$ cat src/rtl/mdr_mem_if_if.sv
// rtl/mdr_mem_if_if.sv - memory-side handshake bundle for the memory data register
interface mdr_mem_if_if #(
  parameter int DATA_W = 32,
  parameter int ADDR_W = 9
);
  logic                  mem_req;
  logic                  mem_we;
  logic [ADDR_W-1:0]     mem_addr;
  logic [DATA_W/8-1:0]   mem_be;
  logic [DATA_W-1:0]     mem_wdata;
  logic [DATA_W-1:0]     mem_rdata;
  logic                  mem_ack;

  modport master (
    output mem_req, mem_we, mem_addr, mem_be, mem_wdata,
    input  mem_rdata, mem_ack
  );

  modport slave (
    input  mem_req, mem_we, mem_addr, mem_be, mem_wdata,
    output mem_rdata, mem_ack
  );
endinterface

$ cat src/rtl/mdr_mem_if.sv
// rtl/mdr_mem_if.sv - memory data register with sized read/write handshake and ack timeout
module mdr_mem_if #(
  parameter int DATA_W   = 32,
  parameter int ADDR_W   = 9,
  parameter int MAX_WAIT = 15
) (
  input  logic              clock,
  input  logic              reset_n,
  input  logic [DATA_W-1:0] BusMuxOut,
  input  logic              MDRin,
  input  logic              Read,
  input  logic              Write,
  input  logic [ADDR_W-1:0] addr,
  input  logic [1:0]        size,
  input  logic              sign_ext,
  mdr_mem_if_if.master      mem,
  output logic [DATA_W-1:0] Q,
  output logic              busy,
  output logic              done,
  output logic              err
);
  localparam int  BE_W     = DATA_W / 8;
  localparam int  OFF_W    = $clog2(BE_W);
  localparam int  CNT_W    = $clog2(MAX_WAIT + 1);
  localparam bit  NO_DWORD = (DATA_W == 32);

  typedef enum logic [1:0] {IDLE, RD, WR} state_t;

  state_t             state;
  logic [OFF_W-1:0]   off_q;
  logic [1:0]         size_q;
  logic               sext_q;
  logic [CNT_W-1:0]   wait_cnt;

  logic               cmd_illegal;
  logic [OFF_W-1:0]   cmd_off;
  logic [2:0]         lane_mask;
  logic [BE_W-1:0]    wr_be_base;
  logic [BE_W-1:0]    wr_be;
  logic [DATA_W-1:0]  wr_data;
  logic [DATA_W-1:0]  rd_lane;
  logic [DATA_W-1:0]  rd_ext;

  assign cmd_off = addr[OFF_W-1:0];
  assign busy    = (state != IDLE);

  // Command check and write-lane preparation, evaluated from the live command inputs
  always_comb begin
    cmd_illegal = 1'b0;
    lane_mask   = 3'd0;
    wr_be_base  = '0;
    wr_data     = '0;
    unique case (size)
      2'd0: begin lane_mask = 3'd0; wr_be_base = BE_W'(1); end
      2'd1: begin lane_mask = 3'd1; wr_be_base = BE_W'(3);  cmd_illegal = addr[0]; end
      2'd2: begin lane_mask = 3'd3; wr_be_base = BE_W'(15); cmd_illegal = |addr[1:0]; end
      2'd3: begin lane_mask = 3'd7; wr_be_base = '1;        cmd_illegal = NO_DWORD | (|addr[2:0]); end
    endcase
    wr_be = wr_be_base << cmd_off;
    for (int i = 0; i < BE_W; i++) begin
      wr_data[8*i +: 8] = Q[8*(i & int'(lane_mask) & (BE_W-1)) +: 8];
    end
  end

  always_comb begin
    rd_lane = mem.mem_rdata >> {off_q, 3'b000};
    rd_ext  = rd_lane;
    unique case (size_q)
      2'd0: rd_ext = sext_q ? DATA_W'($signed(rd_lane[7:0]))  : DATA_W'(rd_lane[7:0]);
      2'd1: rd_ext = sext_q ? DATA_W'($signed(rd_lane[15:0])) : DATA_W'(rd_lane[15:0]);
      2'd2: rd_ext = sext_q ? DATA_W'($signed(rd_lane[31:0])) : DATA_W'(rd_lane[31:0]);
      2'd3: rd_ext = rd_lane;
    endcase
  end

  always_ff @(posedge clock or negedge reset_n) begin
    if (!reset_n) begin
      state         <= IDLE;
      Q             <= '0;
      off_q         <= '0;
      size_q        <= '0;
      sext_q        <= 1'b0;
      wait_cnt      <= '0;
      done          <= 1'b0;
      err           <= 1'b0;
      mem.mem_req   <= 1'b0;
      mem.mem_we    <= 1'b0;
      mem.mem_addr  <= '0;
      mem.mem_be    <= '0;
      mem.mem_wdata <= '0;
    end else begin
      done <= 1'b0;
      err  <= 1'b0;
      unique case (state)
        IDLE: begin
          if (Read ^ Write) begin
            if (cmd_illegal) begin
              err <= 1'b1;
            end else begin
              state         <= Read ? RD : WR;
              off_q         <= cmd_off;
              size_q        <= size;
              sext_q        <= sign_ext;
              wait_cnt      <= '0;
              mem.mem_req   <= 1'b1;
              mem.mem_we    <= Write;
              mem.mem_addr  <= addr & ~ADDR_W'(BE_W - 1);
              mem.mem_be    <= Write ? wr_be : '1;
              mem.mem_wdata <= Write ? wr_data : '0;
            end
          end else if (Read & Write) begin
            err <= 1'b1;
          end else if (MDRin) begin
            Q <= BusMuxOut;
          end
        end
        RD, WR: begin
          // An ack on the last allowed cycle still wins over the timeout
          if (mem.mem_ack) begin
            if (state == RD) Q <= rd_ext;
            done        <= 1'b1;
            state       <= IDLE;
            mem.mem_req <= 1'b0;
            mem.mem_we  <= 1'b0;
            wait_cnt    <= '0;
          end else if (wait_cnt == CNT_W'(MAX_WAIT - 1)) begin
            err         <= 1'b1;
            state       <= IDLE;
            mem.mem_req <= 1'b0;
            mem.mem_we  <= 1'b0;
            wait_cnt    <= '0;
          end else begin
            wait_cnt <= wait_cnt + 1'b1;
          end
        end
        default: state <= IDLE;
      endcase
    end
  end
endmodule
$ cat src/flat_wrapper.sv
// flat-port wrapper written by rule: the top's interface ports become plain ports
module mdr_mem_if_flat 
#(
  parameter int DATA_W   = 32,
  parameter int ADDR_W   = 9,
  parameter int MAX_WAIT = 15
)
  (clock, reset_n, BusMuxOut, MDRin, Read, Write, addr, size, sign_ext, Q, busy, done, err, mem_mem_req, mem_mem_we, mem_mem_addr, mem_mem_be, mem_mem_wdata, mem_mem_rdata, mem_mem_ack);
  mdr_mem_if_if #(.DATA_W(DATA_W), .ADDR_W(ADDR_W)) mem_i ();
  input  logic clock;
  input  logic reset_n;
  input  logic [DATA_W-1:0] BusMuxOut;
  input  logic MDRin;
  input  logic Read;
  input  logic Write;
  input  logic [ADDR_W-1:0] addr;
  input  logic [1:0] size;
  input  logic sign_ext;
  output logic [DATA_W-1:0] Q;
  output logic busy;
  output logic done;
  output logic err;
  output wire logic [$bits(mem_i.mem_req)-1:0] mem_mem_req;
  output wire logic [$bits(mem_i.mem_we)-1:0] mem_mem_we;
  output wire logic [$bits(mem_i.mem_addr)-1:0] mem_mem_addr;
  output wire logic [$bits(mem_i.mem_be)-1:0] mem_mem_be;
  output wire logic [$bits(mem_i.mem_wdata)-1:0] mem_mem_wdata;
  input wire logic [$bits(mem_i.mem_rdata)-1:0] mem_mem_rdata;
  input wire logic [$bits(mem_i.mem_ack)-1:0] mem_mem_ack;
  assign mem_mem_req = mem_i.mem_req;
  assign mem_mem_we = mem_i.mem_we;
  assign mem_mem_addr = mem_i.mem_addr;
  assign mem_mem_be = mem_i.mem_be;
  assign mem_mem_wdata = mem_i.mem_wdata;
  assign mem_i.mem_rdata = mem_mem_rdata;
  assign mem_i.mem_ack = mem_mem_ack;
  mdr_mem_if #(.DATA_W(DATA_W), .ADDR_W(ADDR_W), .MAX_WAIT(MAX_WAIT)) u_core (.clock(clock), .reset_n(reset_n), .BusMuxOut(BusMuxOut), .MDRin(MDRin), .Read(Read), .Write(Write), .addr(addr), .size(size), .sign_ext(sign_ext), .mem(mem_i), .Q(Q), .busy(busy), .done(done), .err(err));
endmodule
$ cat config.mk
export PLATFORM = sky130hd
export DESIGN_NAME = mdr_mem_if_flat
export DESIGN_NICKNAME = d
export VERILOG_FILES = /design/src/rtl/mdr_mem_if_if.sv /design/src/rtl/mdr_mem_if.sv /design/src/flat_wrapper.sv
export SDC_FILE = /design/constraint.sdc
export NUM_CORES = 1
export LEC_CHECK = 0
export ABC_CLOCK_PERIOD_IN_PS = 2300
export BUFFER_PORTS_ARGS = -buffer_cell sky130_fd_sc_hd__buf_2
export CAP_MARGIN = 20
export CORE_MARGIN = 1
export CORE_UTILIZATION = 46
export DETAILED_ROUTE_END_ITERATION = 10
export GPL_ROUTABILITY_DRIVEN = 0
export PLACE_DENSITY = 0.8
export SYNTH_ARGS = -nofsm -noshare
export SYNTH_HDL_FRONTEND = slang
export SYNTH_SLANG_ARGS = --single-unit
$ cat constraint.sdc
create_clock -name clock -period 2.3 [get_ports clock]
set_input_delay 0.345 -clock clock [delete_from_list [all_inputs] [get_ports clock]]
set_output_delay 0.345 -clock clock [all_outputs]
set_load 0.02 [all_outputs]
# ---- Word level (Yosys, flattened, before mapping)
# Cells that the tools add are included.
dict set report op_classes {
  n_reduce_logical 14
  shift 5
  n_mux 41
  addsub 1
  n_bitwise 3
  eq_ne 17
}
# op n
set op_table {}
lappend op_table {{two-way mux 32 bit} 8}
lappend op_table {{case mux 32 bit (3 select lines)} 1}
lappend op_table {{case mux 32 bit (2 select lines)} 1}
lappend op_table {{indexed part select 32 x 6 -> 8 bit} 2}
lappend op_table {{indexed part select 32 x 5 -> 8 bit} 1}
lappend op_table {{>> shifter 32 x 5 -> 32 bit} 1}
lappend op_table {{two-way mux 4 bit} 5}
lappend op_table {{two-way mux 1 bit} 13}
lappend op_table {{case mux 4 bit (3 select lines)} 1}
lappend op_table {{equality test 2 bit (second input constant)} 5}
lappend op_table {{two-way mux 2 bit} 5}
lappend op_table {{inequality test 2 bit (second input constant)} 5}
lappend op_table {{AND reduction 3 bit} 3}
lappend op_table {{case mux 2 bit (4 select lines)} 1}
lappend op_table {{case mux 4 bit (2 select lines)} 1}
lappend op_table {{OR reduction 2 bit} 4}
lappend op_table {{equality test 2 x 1 -> 1 bit (second input constant)} 3}
lappend op_table {{zero test 2 bit} 3}
lappend op_table {{case mux 1 bit (2 select lines)} 3}
lappend op_table {{AND reduction 6 bit} 1}
lappend op_table {{adder 4 x 1 -> 4 bit (second input constant)} 1}
lappend op_table {{equality test 4 bit (second input constant)} 1}
lappend op_table {{inequality test 2 x 1 -> 1 bit (second input constant)} 2}
lappend op_table {{case mux 2 bit (2 select lines)} 1}
lappend op_table {{8 further kinds} 9}
dict set report word_totals {
  wordCells 94
  reg_bits 90
  output_inout_bits 82
}

# ---- Depth between registers and ports, before layout
dict set report logic_depth {
  depth_word 6
  mapped_depth 9
  ltp_nobuf 6
}

# ---- Worst setup path after synthesis
# No wires, ideal clock.
dict set report synth_path {
  path_kind {input -> register}
  start {input port Read}
  end {register u_core.Q[25]}
  stages 6
  path_buffers 1
  slack_ps 110
  setup_ps 130
  t_arrival_ps 2060
  cell_sequence {ha_1 or3b_4 a2111oi_4 buf_6 mux2i_1 a31oi_1}
}
dict set report synth_between {
  elab_chain_cells 3
}
# element line_no
set synth_rtl {}
lappend synth_rtl {{from (decl)} flat_wrapper.sv:14} ;# input logic Read;
lappend synth_rtl {{XOR 1 bit or bitwise AND 1 bit (tied branches)} {mdr_mem_if.sv:96, mdr_mem_if.sv:111}}
lappend synth_rtl {{inequality test 2 bit (no source line)} -}
lappend synth_rtl {{AND reduction 6 bit (no source line) *} -}
lappend synth_rtl {{to (signal assigned)} mdr_mem_if.sv:114} ;# Q <= BusMuxOut;
lappend synth_rtl {{to (signal assigned)} mdr_mem_if.sv:120} ;# if (state == RD) Q <= rd_ext;
lappend synth_rtl {{to (decl)} mdr_mem_if.sv:17} ;# output logic [DATA_W-1:0] Q,
# Every way passes the cells marked *; elsewhere a longest branch is shown, timed or not.
# A chain may end at the register's enable or synchronous reset.

# ---- Worst setup path after layout
dict set report layout_path {
  start {register u_core.state[0]}
  end {register u_core.Q[16]}
}
dict set report layout_between {
  elab_chain_cells 4
}
# element line_no
set layout_rtl {}
lappend layout_rtl {{from (decl)} mdr_mem_if.sv:29} ;# state_t state;
lappend layout_rtl {{from (signal assigned)} mdr_mem_if.sv:100} ;# state <= Read ? RD : WR;
lappend layout_rtl {{equality test 2 bit or equality test 2 x 1 -> 1 bit (tied branches)} {mdr_mem_if.sv:94, mdr_mem_if.sv:120}}
lappend layout_rtl {{OR reduction 2 bit} mdr_mem_if.sv:94} ;# unique case (state)
lappend layout_rtl {{inequality test 2 x 1 -> 1 bit (no source line), or another cell as far along} -}
lappend layout_rtl {{AND reduction 6 bit (no source line)} -}
# Several ways; a longest one is shown, not always the timed one.

==> summary.txt <==
Synthesis
  • Yosys top cell area share: 44.5%
  • Cells after synthesis: 505
  • Ys flop type: dfrtp_1
  • EDFF count, synth: 0
  • Synthesized flop and latch total: 90
  • Cell taking the most area after synthesis: dfrtp_1
  • Mapped Area: 0.00506 mm²
  • Largest cells by area after synthesis: dfrtp_1 (45%), mux2i_1 (14%), mux2_2 (8.9%)
  • Yosys warnings: 0
  • Avg Inst Size Synth: 10.0 µm²
  • Register area share after synthesis: 44.5%
  • Ys async rst share: 100%
  • Synth cell types: 44

STA
  • Worst hold slack: 0.194 ns
  • Worst rel slew slack: 64.9%
  • Unrepaired setup endpoints after global routing: no
  • # setup viols final: 0
  • Hold violation total from the final report: 0
  • Tmin final: 2.17 ns
  • Fin. max-slew vios: 0
  • Fmax: 0.461 GHz
  • Worst-case clock skew: 0.0178 ns
  • Final Cycle Share: 94.2%
  • Worst Max-Slew Pin Slew: 0.525 ns

Global routing
  • GRT Resource Usage Total: 26.9%
  • Vias in the first global route: 4471
  • Grt total ovfl: 0
  • Initial antenna violation count: 0
  • Largest net degree at the start of global routing: 47
  • First-pass GRT wire length: 23500 µm

Detailed routing
  • DR WL/cell: 18.2 µm
  • WL met3: 1070 µm
  • Drt initial violations: 227
  • Met2 routed WL: 6970 µm
  • Detailed-route via count: 4489
  • DRT Wirelength: 14600 µm
  • Post-route ant nets: 0
  • Highest Signal Layer: met4
  • Vias per inst: 5.60
  • DRC: 0
  • DRT met1 WL: 6210 µm
  • Drt pass-1 iters: 5

Die
  • Total Die Area: 0.0114 mm²
  • Die height: 107 µm
  • Rows: 37
  • Area of the core: 0.0105 mm²
  • Top Ports: 164
  • Die width: 107 µm
  • Starting Density: 48.1%

CTS
  • # H-tree levels: 3
  • Clock transition at path regs: 0.11 ns
  • CTS sink count: 90
  • Longest Clk Path Bufs: 2
  • Root Driver: clkbuf_8
  • CTS tree: yes
  • Worst-skew pair later-pin latency: 0.37 ns
  • Num CTS Buffers: 9

Power
  • PwrDens: 1520 mW/mm²
  • Peak supply drop: 732 µV
  • Leakage power: 3.05 nW
  • Total Power: 9.62 mW

Layout
  • Filler Cell Count: 900
  • Non-Filler Instances: 802
  • Layout cell share with drive strength beyond 1: 38.4%
  • Final Util: 60.1%
  • Diodes inserted: 0
  • Most frequent cells in the layout: buf_2 (160), dfrtp_1 (90), mux2i_1 (71)
  • Most common cell after layout, fill and taps aside: buf_2
  • Cell area after layout: 0.00631 mm²
  • Layout area overhead: 24.8%
  • Final nets: 749

Run
  • Max-cap violations: 0

Hold path
  • Worst Hold Class: in -> reg

Critical path
  • Setup CP Type: reg -> reg
  • Critical Path RT: 2.56 ns
  • WP data arrival: 2.43 ns
  • CP Capture Type: register
  • Critical Path Source Type: register
  • Worst Path Max Fanout: 8

Place
  • Port Buffers: 161
  • Final HPWL DP: 11100 µm
  • DP Area: 0.00606 mm²
  • Dpl cells: 785

Outcome
  • Status: complete, no violations
==> layer usage <==
| layer | vias to the layer above | global-route usage, % |
|---|---|---|
| met3 | 28 | 4.62 |
| met2 | 225 | 43.8 |
| met4 | 0 | 10.5 |
| met1 | 2149 | 35.9 |
| li1 | 2087 | - |
| met5 | - | 0 |
==> power by group <==
group | switching [mW] | internal [mW] | total (mW)
clock network | 0.626 | 0.631 | 1.26
registers | 0.718 | 2.33 | 3.05
logic | 3.16 | 2.14 | 5.31
==> synthesized netlist by cell type, types with 3 or more instances <==
master     count
a211oi_1       9
a21boi_0       8
a21oi_1       20
a31oi_1        8
and2_1         3
buf_1          4
buf_2         13
buf_4          4
clkbuf_1      18
dfrtp_1       90
ha_1           6
inv_1         23
mux2_2        40
mux2i_1       71
nand2_1       59
nor2_1        14
nor2b_1       11
nor3_1        10
o21ai_0       48
o2bb2ai_1      7
or2_2          9
==> cell type report <==
cell class | instances | area, µm² | share of cell area, %
flip-flops and latches | 90 | 2250 | 35.7
repair buffers | 184 | 1020 | 16.2
multi-input cells | 353 | 2550 | 40.5
clock buffers | 9 | 124 | 1.96
inverters | 23 | 86.3 | 1.37
well taps | 136 | 170 | 2.70
clock inverters | 7 | 105 | 1.66
==> critical path, cell delays in order, from the launching register on <==
cell	delay (ns)
dfrtp_1	0.41
inv_1	0.09
ha_2	0.34
nor2b_1	0.17
a222oi_1	0.42
a41oi_1	0.14
buf_4	0.22
a211oi_1	0.27
==> kinds of logic (layout without fill, tap and decap cells) <==
family                   Yosys count  in the layout  share of synthesized area (%)
multiplexers                     111            111                           23.0
other                              1              2                         0.0741
adder cells (fa/ha/maj)            6              6                           1.48
flip-flops                        90             90                           44.5
buffers and inverters             63            223                           5.44
AND/OR/NAND/NOR                  119            119                           11.1
AO/OA/AOI/OAI                    115            115                           14.4
==> registers in the layout, indices dropped and copies added (netlist names) <==
name / cells
u_core.wait_cnt: 4
u_core.Q: 32
u_core.state: 2
u_core.mem.mem_we: 1
u_core.off_q: 2
u_core.size_q: 2
u_core.mem.mem_be: 4
u_core.sext_q: 1
u_core.mem.mem_addr: 7
u_core.err: 1
u_core.mem.mem_req: 1
u_core.mem.mem_wdata: 32
u_core.done: 1
==> path summary, 6_finish.rpt <==
path | start | to | slack (ns) | depth (start not counted)
setup / recovery | u_core.state[0] | u_core.Q[16] | 0.13 | 7
hold / removal | addr[8] | u_core.mem.mem_addr[8] | 0.19 | 2
setup reg to reg | u_core.state[0] | u_core.Q[16] | 0.13 | 7
hold reg to reg | u_core.mem.mem_addr[8] | u_core.mem.mem_addr[8] | 0.51 | 1
max in group asynchronous | reset_n | u_core.off_q[0] | 1.20 | 3
min in group asynchronous | reset_n | u_core.mem.mem_wdata[20] | 0.45 | 2
==> metrics by stage <==
stage | setup slack [ns] | TNS [ns]
floorplan | 0.110 | 0
finish | 0.133 | 0
global placement | 0.00960 | 0
global route | 0.00984 | 0
detailed placement | -0.0435 | -0.0791
CTS | 0.0889 | 0
==> what timing repair did <==
item,CTS,global route
hold endpoints to repair,31,0
hold buffers,1,0
buffers inserted,0,0
gates resized for setup,1,3
pin swaps,0,1
endpoints found under the setup margin,2,5
cloned,0,0
(Power assumes the default switching activity.)
